`config.mk`:
```
export PLATFORM = sky130hd
export DESIGN_NAME = note_sequencer
export DESIGN_NICKNAME = d
export VERILOG_FILES = /design/src/rtl/music_pkg.sv /design/src/rtl/note_sequencer_tempo_timer.sv /design/src/rtl/note_sequencer.sv
export SDC_FILE = /design/constraint.sdc
export NUM_CORES = 1
export LEC_CHECK = 0
export ABC_AREA = 1
export BUFFER_PORTS_ARGS = -buffer_cell sky130_fd_sc_hd__buf_2
export CAP_MARGIN = 15
export CORE_ASPECT_RATIO = 1.2
export CORE_UTILIZATION = 64
export DETAILED_ROUTE_END_ITERATION = 6
export PLACE_DENSITY = 0.94
export SLEW_MARGIN = 20
export SYNTH_ARGS = -nofsm -noshare
export SYNTH_HDL_FRONTEND = slang
export SYNTH_SLANG_ARGS = --single-unit
```
`constraint.sdc`:
```
create_clock -name clk -period 3.8 [get_ports clk]
set_clock_uncertainty 0.15 [all_clocks]
set_input_delay 0.38 -clock clk [delete_from_list [all_inputs] [get_ports clk]]
set_output_delay 0.38 -clock clk [all_outputs]
set_load 0.1 [all_outputs]
```
`src/rtl/music_pkg.sv`:
```
// ============================================================================
// music_pkg: shared states and sizing for the music controller.  Rev 1.0
// ============================================================================
`default_nettype none

package music_pkg;

   localparam int NUM_SLOTS         = 16;
   localparam int ADDR_W            = 4;
   localparam int TEMPO_DIV_DEFAULT = 25_000_000;

   typedef enum logic [2:0] {
      IDLE      = 3'd0,
      REC_LOAD  = 3'd1,
      REC_HOLD  = 3'd2,
      REC_REL   = 3'd3,
      PLAY_STEP = 3'd4,
      PLAY_WAIT = 3'd5,
      RESTORE   = 3'd6
   } seq_state_t;

endpackage

`default_nettype wire

```
`src/rtl/note_sequencer_tempo_timer.sv`:
```
// ============================================================================
// tempo_timer: tick after TEMPO_DIV-1 enabled counts following clear.  Rev 1.0
// ============================================================================
`default_nettype none

module tempo_timer #(
   parameter int TEMPO_DIV = music_pkg::TEMPO_DIV_DEFAULT
) (
   input  logic clk,
   input  logic reset,
   input  logic clear,
   input  logic enable,
   output logic tick
);

   localparam int CNT_W = $clog2(TEMPO_DIV);
   localparam logic [CNT_W-1:0] TERMINAL = CNT_W'(TEMPO_DIV - 2);

   logic [CNT_W-1:0] count;

   // Holds at the terminal value rather than wrapping; the controller clears it.
   always_ff @(posedge clk or negedge reset) begin
      if (!reset) begin
         count <= '0;
      end else if (clear) begin
         count <= '0;
      end else if (enable && (count != TERMINAL)) begin
         count <= count + 1'b1;
      end
   end

   assign tick = enable && (count == TERMINAL);

endmodule

`default_nettype wire

```
`src/rtl/note_sequencer.sv`:
```
// ============================================================================
// note_sequencer: record/play/stop key controller for the music datapath.
// Optional LOOP_PLAY_EN makes playback repeat until stop.  Rev 1.0
// ============================================================================
`default_nettype none

module note_sequencer #(
   parameter int TEMPO_DIV = music_pkg::TEMPO_DIV_DEFAULT,
   parameter int NUM_SLOTS = music_pkg::NUM_SLOTS
) (
   input  logic                        clk,
   input  logic                        reset,
   input  logic                        record_key,
   input  logic                        play_key,
   input  logic                        stop_key,
   output logic                        ld_note,
   output logic                        ld_play,
   output logic [music_pkg::ADDR_W-1:0] note_counter,
   output logic                        next_note_en,
   output logic                        display_note,
   output logic                        playing,
   output logic [music_pkg::ADDR_W:0]   notes_stored
);

   import music_pkg::*;

   localparam logic [ADDR_W:0] FULL_COUNT = (ADDR_W + 1)'(NUM_SLOTS);

   seq_state_t state;
   logic       rec_q;
   logic       play_q;
   logic       stop_q;
   logic       rec_press;
   logic       play_press;
   logic       stop_press;
   logic       tick;
   logic       last_note;

   assign rec_press  = record_key & ~rec_q;
   assign play_press = play_key   & ~play_q;
   assign stop_press = stop_key   & ~stop_q;
   assign last_note  = ({1'b0, note_counter} + 1'b1) >= notes_stored;

   tempo_timer #(
      .TEMPO_DIV (TEMPO_DIV)
   ) u_tempo_timer (
      .clk    (clk),
      .reset  (reset),
      .clear  (state == PLAY_STEP),
      .enable (state == PLAY_WAIT),
      .tick   (tick)
   );

   always_ff @(posedge clk or negedge reset) begin
      if (!reset) begin
         state        <= IDLE;
         rec_q        <= 1'b0;
         play_q       <= 1'b0;
         stop_q       <= 1'b0;
         ld_note      <= 1'b0;
         ld_play      <= 1'b0;
         note_counter <= '0;
         next_note_en <= 1'b0;
         display_note <= 1'b0;
         playing      <= 1'b0;
         notes_stored <= '0;
      end else begin
         rec_q        <= record_key;
         play_q       <= play_key;
         stop_q       <= stop_key;
         ld_note      <= 1'b0;
         next_note_en <= 1'b0;

         case (state)
            IDLE: begin
               // A higher-priority press that is not actionable still masks lower ones.
               if (stop_press) begin
                  state <= IDLE;
               end else if (play_press) begin
                  if (notes_stored != '0) begin
                     state        <= PLAY_STEP;
                     ld_play      <= 1'b1;
                     next_note_en <= 1'b1;
                     note_counter <= '0;
                     display_note <= 1'b1;
                     playing      <= 1'b1;
                  end
               end else if (rec_press && (notes_stored < FULL_COUNT)) begin
                  state   <= REC_LOAD;
                  ld_note <= 1'b1;
               end
            end

            REC_LOAD: begin
               state   <= REC_HOLD;
               ld_note <= 1'b1;
            end

            REC_HOLD: begin
               state        <= REC_REL;
               notes_stored <= notes_stored + 1'b1;
            end

            REC_REL: begin
               if (!record_key) begin
                  state <= IDLE;
               end
            end

            PLAY_STEP, PLAY_WAIT: begin
               if (stop_press) begin
                  state        <= RESTORE;
                  note_counter <= notes_stored[ADDR_W-1:0];
               end else if (state == PLAY_STEP) begin
                  state <= PLAY_WAIT;
               end else if (tick) begin
                  if (!last_note) begin
                     state        <= PLAY_STEP;
                     note_counter <= note_counter + 1'b1;
                     next_note_en <= 1'b1;
                  end else begin
`ifdef LOOP_PLAY_EN
                     state        <= PLAY_STEP;
                     note_counter <= '0;
                     next_note_en <= 1'b1;
`else
                     state        <= RESTORE;
                     note_counter <= notes_stored[ADDR_W-1:0];
`endif
                  end
               end
            end

            RESTORE: begin
               state        <= IDLE;
               ld_play      <= 1'b0;
               note_counter <= '0;
               display_note <= 1'b0;
               playing      <= 1'b0;
            end

            default: begin
               state        <= IDLE;
               ld_play      <= 1'b0;
               note_counter <= '0;
               display_note <= 1'b0;
               playing      <= 1'b0;
            end
         endcase
      end
   end

endmodule

`default_nettype wire

```
# After elaboration in Yosys (flattened, before gate mapping)
# Cells that the tools add are included.
# W data, S select, Z words.
[word_totals]
register_bits = 43
[op_classes]
n_addsub = 4
n_lt_le_gt_ge = 2
n_eq_ne = 16
muxes = 36
bitwise_logic = 8
n_reduce_logical = 12
[op_table]
columns = ["op", "n"]
rows = [
  ["$mux W25", 2],
  ["$mux W4", 7],
  ["$add A25 B1 Y25 const B", 1],
  ["$eq A25 B25 Y1 const B", 1],
  ["$ne A25 B25 Y1 const B", 1],
  ["$mux W3", 8],
  ["$pmux W3 S5", 1],
  ["$mux W1", 13],
  ["$pmux W4 S3", 1],
  ["$ne A2 B2 Y1 const B", 4],
  ["$ne A4 B4 Y1 const B", 2],
  ["$reduce_and A4 Y1", 2],
  ["$eq A3 B2 Y1 const B", 2],
  ["$eq A3 B3 Y1 const B", 2],
  ["$ne A3 B3 Y1 const B", 2],
  ["$pmux W1 S2", 3],
  ["$reduce_and A6 Y1", 1],
  ["$add A4 B1 Y5 const B", 1],
  ["$add A5 B1 Y5 const B", 1],
  ["$ge A5 B5 Y1", 1],
  ["$lt A5 B5 Y1 const B", 1],
  ["$not A1 Y1", 5],
  ["$reduce_bool A5 Y1", 1],
  ["$reduce_or A5 Y1", 1],
  ["other kinds (10)", 14],
]

# Depth between registers and ports, before layout
[logic_depth]
word_depth = 7
depth_mapped = 14
mapped_depth_nobuf = 13

# Modules after synthesis
# From an unflattened synthesis, not the netlist that was laid out.
[hier_totals]
cells_unflattened = 445
area_unflattened_um2 = 3009.1
[by_module_without_submodules]
columns = ["mod", "instances", "cells_each", "area_each_um2"]
rows = [
  ["tempo_timer", 1, 278, 1779.2],
  ["note_sequencer", 1, 167, 1229.9],
]

# Least setup slack after synthesis
# No wires, ideal clock.
[synth_path]
path_type = "flip-flop to flip-flop"
start = "register note_counter[0] in the netlist's numbering"
end = "register note_counter[3] in the netlist's numbering"
setup_ns = 0.068
t_arrival_ns = 2.471
t_required_ns = 3.582
path_slack_ns = 1.111
stages_incl_launch_ff = 14
path_buffers = 0
path_cell_list = "dfrtp_1 -> ha_1 -> nand2_1 -> nor2_1 -> ha_1 -> nand2_1 -> nand3_1 -> nor2_1 -> nand2_1 -> nand2_1 -> nand2_1 -> nor2_1 -> nand2_1 -> nand2_1"
[synth_via]
elab_chain_len = 7
[synth_rtl]
columns = ["element", "line", "source"]
rows = [
  ["start, declared", "note_sequencer.sv:18", "output logic [music_pkg::ADDR_W-1:0] note_counter,"],
  ["start signal, assigned", "note_sequencer.sv:113", "note_counter <= notes_stored[ADDR_W-1:0];"],
  ["start signal, assigned", "note_sequencer.sv:119", "note_counter <= note_counter + 1'b1;"],
  ["start signal, assigned", "note_sequencer.sv:128", "note_counter <= notes_stored[ADDR_W-1:0];"],
  ["$add A4 B1 Y5", "note_sequencer.sv:42", "assign last_note = ({1'b0, note_counter} + 1'b1) >= notes_stored;"],
  ["$ge A5 B5 Y1", "note_sequencer.sv:42", ""],
  ["$mux W4 *", "note_sequencer.sv:117", "if (!last_note) begin"],
  ["$mux W4 *", "note_sequencer.sv:116", "end else if (tick) begin"],
  ["$mux W4 *", "note_sequencer.sv:114", "end else if (state == PLAY_STEP) begin"],
  ["$mux W4 *", "note_sequencer.sv:111", "if (stop_press) begin"],
  ["$pmux W4 S3 *", "note_sequencer.sv:74", "case (state)"],
]
# Mark *: on every way between the ends. The rest lies on a longest branch, timed or not. The select of a mux whose other input is x is not followed.
# A chain may end at the register's enable or synchronous reset.

# Worst setup path in the final report
[layout_path]
start = "register state[0]"
end = "register u_tempo_timer.count[24]"
[layout_via]
elab_chain_len = 3
[layout_rtl]
columns = ["element", "line", "source"]
rows = [
  ["start, declared", "note_sequencer.sv:29", "seq_state_t state;"],
  ["start signal, assigned", "note_sequencer.sv:56", "state <= IDLE;"],
  ["start signal, assigned", "note_sequencer.sv:78", "state <= IDLE;"],
  ["start signal, assigned", "note_sequencer.sv:81", "state <= PLAY_STEP;"],
  ["$eq A3 B3 Y1", "note_sequencer.sv:50", ".enable (state == PLAY_WAIT),"],
  ["$logic_and A1 B1 Y1", "note_sequencer_tempo_timer.sv:27", "end else if (enable && (count != TERMINAL)) begin"],
  ["$reduce_bool A2 Y1 (no line)", "--", ""],
  ["end signal, assigned", "note_sequencer_tempo_timer.sv:28", "count <= count + 1'b1;"],
  ["end, declared", "note_sequencer_tempo_timer.sv:19", "logic [CNT_W-1:0] count;"],
]
# Several ways; a longest one is shown, not always the timed one.

==> impl_metrics.py <==
metrics = {
    "outcome": {
        "outcome": "finished clean",
    },
    "synth": {
        "synth_top_area_cell": "dfrtp_1",
        "synth_top_family_by_area": "simple AND/OR/NAND/NOR gates",
        "synth.mux.area_fraction_pct": 0,
        "synthSimpleGateAreaFrac_pct": 38.0,
        "synth_ff_type": "dfrtp_1",
        "syn_inst": 432,
        "synth_common_cells": "nand2_1, nor2_1, inv_1, dfrtp_1, nand3_1",
        "synthesis.area_sq_um": 2920,
        "yosysUniqueCellTypes": 25,
        "async_flop_share_pct": 100,
        "syn_area_per_cell_sq_um": 6.77,
        "synth_compound_area_share_pct": 7.32,
        "synth.area.top_cells": "dfrtp_1, nand2_1, nor2_1",
        "yosysMostFrequentCell": "nand2_1",
        "synth_edf_count": 0,
        "synth_fa_ha_area_share_pct": 4.28,
        "syn_nets": 447,
        "yosysWarningCount": 0,
        "seq_area_frac_synth_pct": 36.8,
        "synthDominantCellAreaShare_pct": 36.8,
        "synth_xor_area_share_pct": 4.79,
        "synth_seq_cells": 43,
    },
    "clock_tree": {
        "cts_setup_buffers": 0,
        "clock-root-buffer": "clkbuf_8",
        "clock_latency_ps": 300,
        "htree_levels": 2,
        "post_cts_resized": 0,
        "clkSinkCount": 43,
        "cts_tree": "yes",
        "cts_max_path_buffers": 2,
        "cts_hold_buf": 0,
        "cts-buffers-inserted": 5,
        "clkTransAtPathRegs_ps": 80,
    },
    "layout": {
        "final_layout_size_suffix_gt1_share_pct": 9.11,
        "fillCellCount": 329,
        "syn_to_final_growth_pct": 6.38,
        "final_cells": 506,
        "regArea_sq_um": 1080,
        "num_antenna_cells": 0,
        "fin_nets": 464,
        "final_util_pct": 71.9,
        "multi_input_area_sq_um": 1590,
    },
    "route": {
        "route.detailed.drc": 0,
        "via_per_inst": 5.58,
        "drtIter0Drc": 135,
        "firstDrtPassIters": 5,
        "vias": 2823,
        "drt-total-wl_um": 6910,
        "wl_per_cell_um": 13.6,
        "postRouteAntennaNets": 0,
    },
    "global_routing": {
        "antenna_found_initial": 0,
        "grt_overflow_total": 0,
        "grt_max_degree": 44,
        "grt_first_pass_wirelength_um": 11500,
        "grt_pass1_vias": 2755,
        "grtUsageTotal_pct": 30.0,
    },
    "worst_setup_path": {
        "worst-setup-path-type": "reg2reg",
        "crit_fanout": 29,
        "cp.arrival_ps": 2810,
        "r2r_cells": 9,
        "end_kind": "flop",
        "start_kind": "flop",
        "required_ps": 3880,
    },
    "timing": {
        "finalHoldViolCount": 0,
        "max_clock_freq_ghz": 0.366,
        "tns_ps": 0,
        "slew_violations": 0,
        "slew_headroom_pct": 35.8,
        "rsz0062_at_grt": "false",
        "period_needed_ps": 2730,
        "timing.final.ws_setup_ps": 1070,
        "post-route-period-util_pct": 72.0,
        "setup_violations": 0,
        "worst_pin_slew_ps": 964,
    },
    "floorplan": {
        "dieHeight_um": 76.0,
        "ios": 19,
        "die_width_um": 63.7,
        "start_util_pct": 67.6,
        "rows": 26,
        "core_area_sq_um": 4330,
        "dieArea_sq_um": 4840,
    },
    "flow_run": {
        "maxCapViolations": 0,
    },
    "pwr": {
        "p_leak_nw": 1.50,
        "cellPowerDensity_nw_per_um2": 690,
        "ir_drop_v": 0.000969,
        "total_power_mw": 2.14,
    },
    "placed_design": {
        "place.port_buffers": 18,
        "dpl.hpwl_um": 5100,
        "place_ws_ps": 1130,
        "globalplace.congestion": 0.939,
        "dp_cells": 498,
    },
    "worst_hold_path": {
        "min_path_type": "in2reg",
        "whs_path_depth": 1,
    },
}
==> flip-flops by register name, indices dropped and copies added, names as in the netlist <==
name,cells
rec_q,1
note_counter,4
state,3
notes_stored,5
u_tempo_timer.count,25
stop_q,1
next_note_en,1
ld_note,1
playing,1
play_q,1
==> placed cells by master, fill, tap and decap left out, drive strengths merged, types with 5 or more instances in the layout <==
master and n:
a21oi 5, clkbuf 6, o21ai 26, xor2 16
nand2 143, inv 53, nand4 6, nand3 42
nor2 71, dfrtp 43, ha 10, buf 18
==> layout make-up <==
| type | instances | share of cell area (%) |
|---|---|---|
| inverter | 53 | 6.40 |
| multi-input combinational | 328 | 51.1 |
| clock inverter | 2 | 0.402 |
| tap | 56 | 2.25 |
| timing repair buffer | 18 | 2.90 |
| clock buffer | 6 | 2.33 |
| sequential | 43 | 34.6 |
==> path summary, 6_finish.rpt <==
path,to,startpoint,slack (ps)
hold / removal,stop_q,stop_key,50
setup / recovery,u_tempo_timer.count[24],state[0],1070
setup reg to reg,u_tempo_timer.count[24],state[0],1070
min in group asynchronous,u_tempo_timer.count[9],reset,70
hold reg to reg,notes_stored[4],notes_stored[4],370
max in group asynchronous,u_tempo_timer.count[18],reset,2820
==> critical path: stages (launching register included) <==
cell     delay (ps)
dfrtp_1         440
nor2_2          200
nand2_1         530
inv_2           360
nor2_4           60
nand2_2         110
nand2_4         120
inv_2           450
nand2_1         150
o21ai_2          90
==> cells by family after synthesis <==
family                     count (synthesis)
buffers and inverters                     61
AOI/OAI and AO/OA                         36
xor gates and xnor gates                  16
DFF                                       43
and+or+nand+nor                          266
adders and majority gates                 10
==> stage by stage <==
stage                     area, sq um  hold WS (ps)
after floorplan                  2920         -65.6
after global placement           3020           351
after detailed placement         3020           351
after CTS                        3110          46.7
after global routing             3110          46.5
final                            3110          52.7
==> routing by layer <==
metal  up-vias  GRT usage [%]  part of all wire (%)
met5         -              0                     0
met4         0           14.1                   4.0
met3        27           4.49                   5.0
met2       118           56.3                    52
met1      1288           32.1                    39
li1       1390              -                     -
==> report_power, final <==
group	total (mW)	switching, mW	leakage, nW	internal, mW
Combinational	1.22	0.975	0.886	0.244
Sequential	0.633	0.0951	0.577	0.537
Clock	0.292	0.164	0.0412	0.129
No activity file was read; power rests on OpenSTA's default activity.
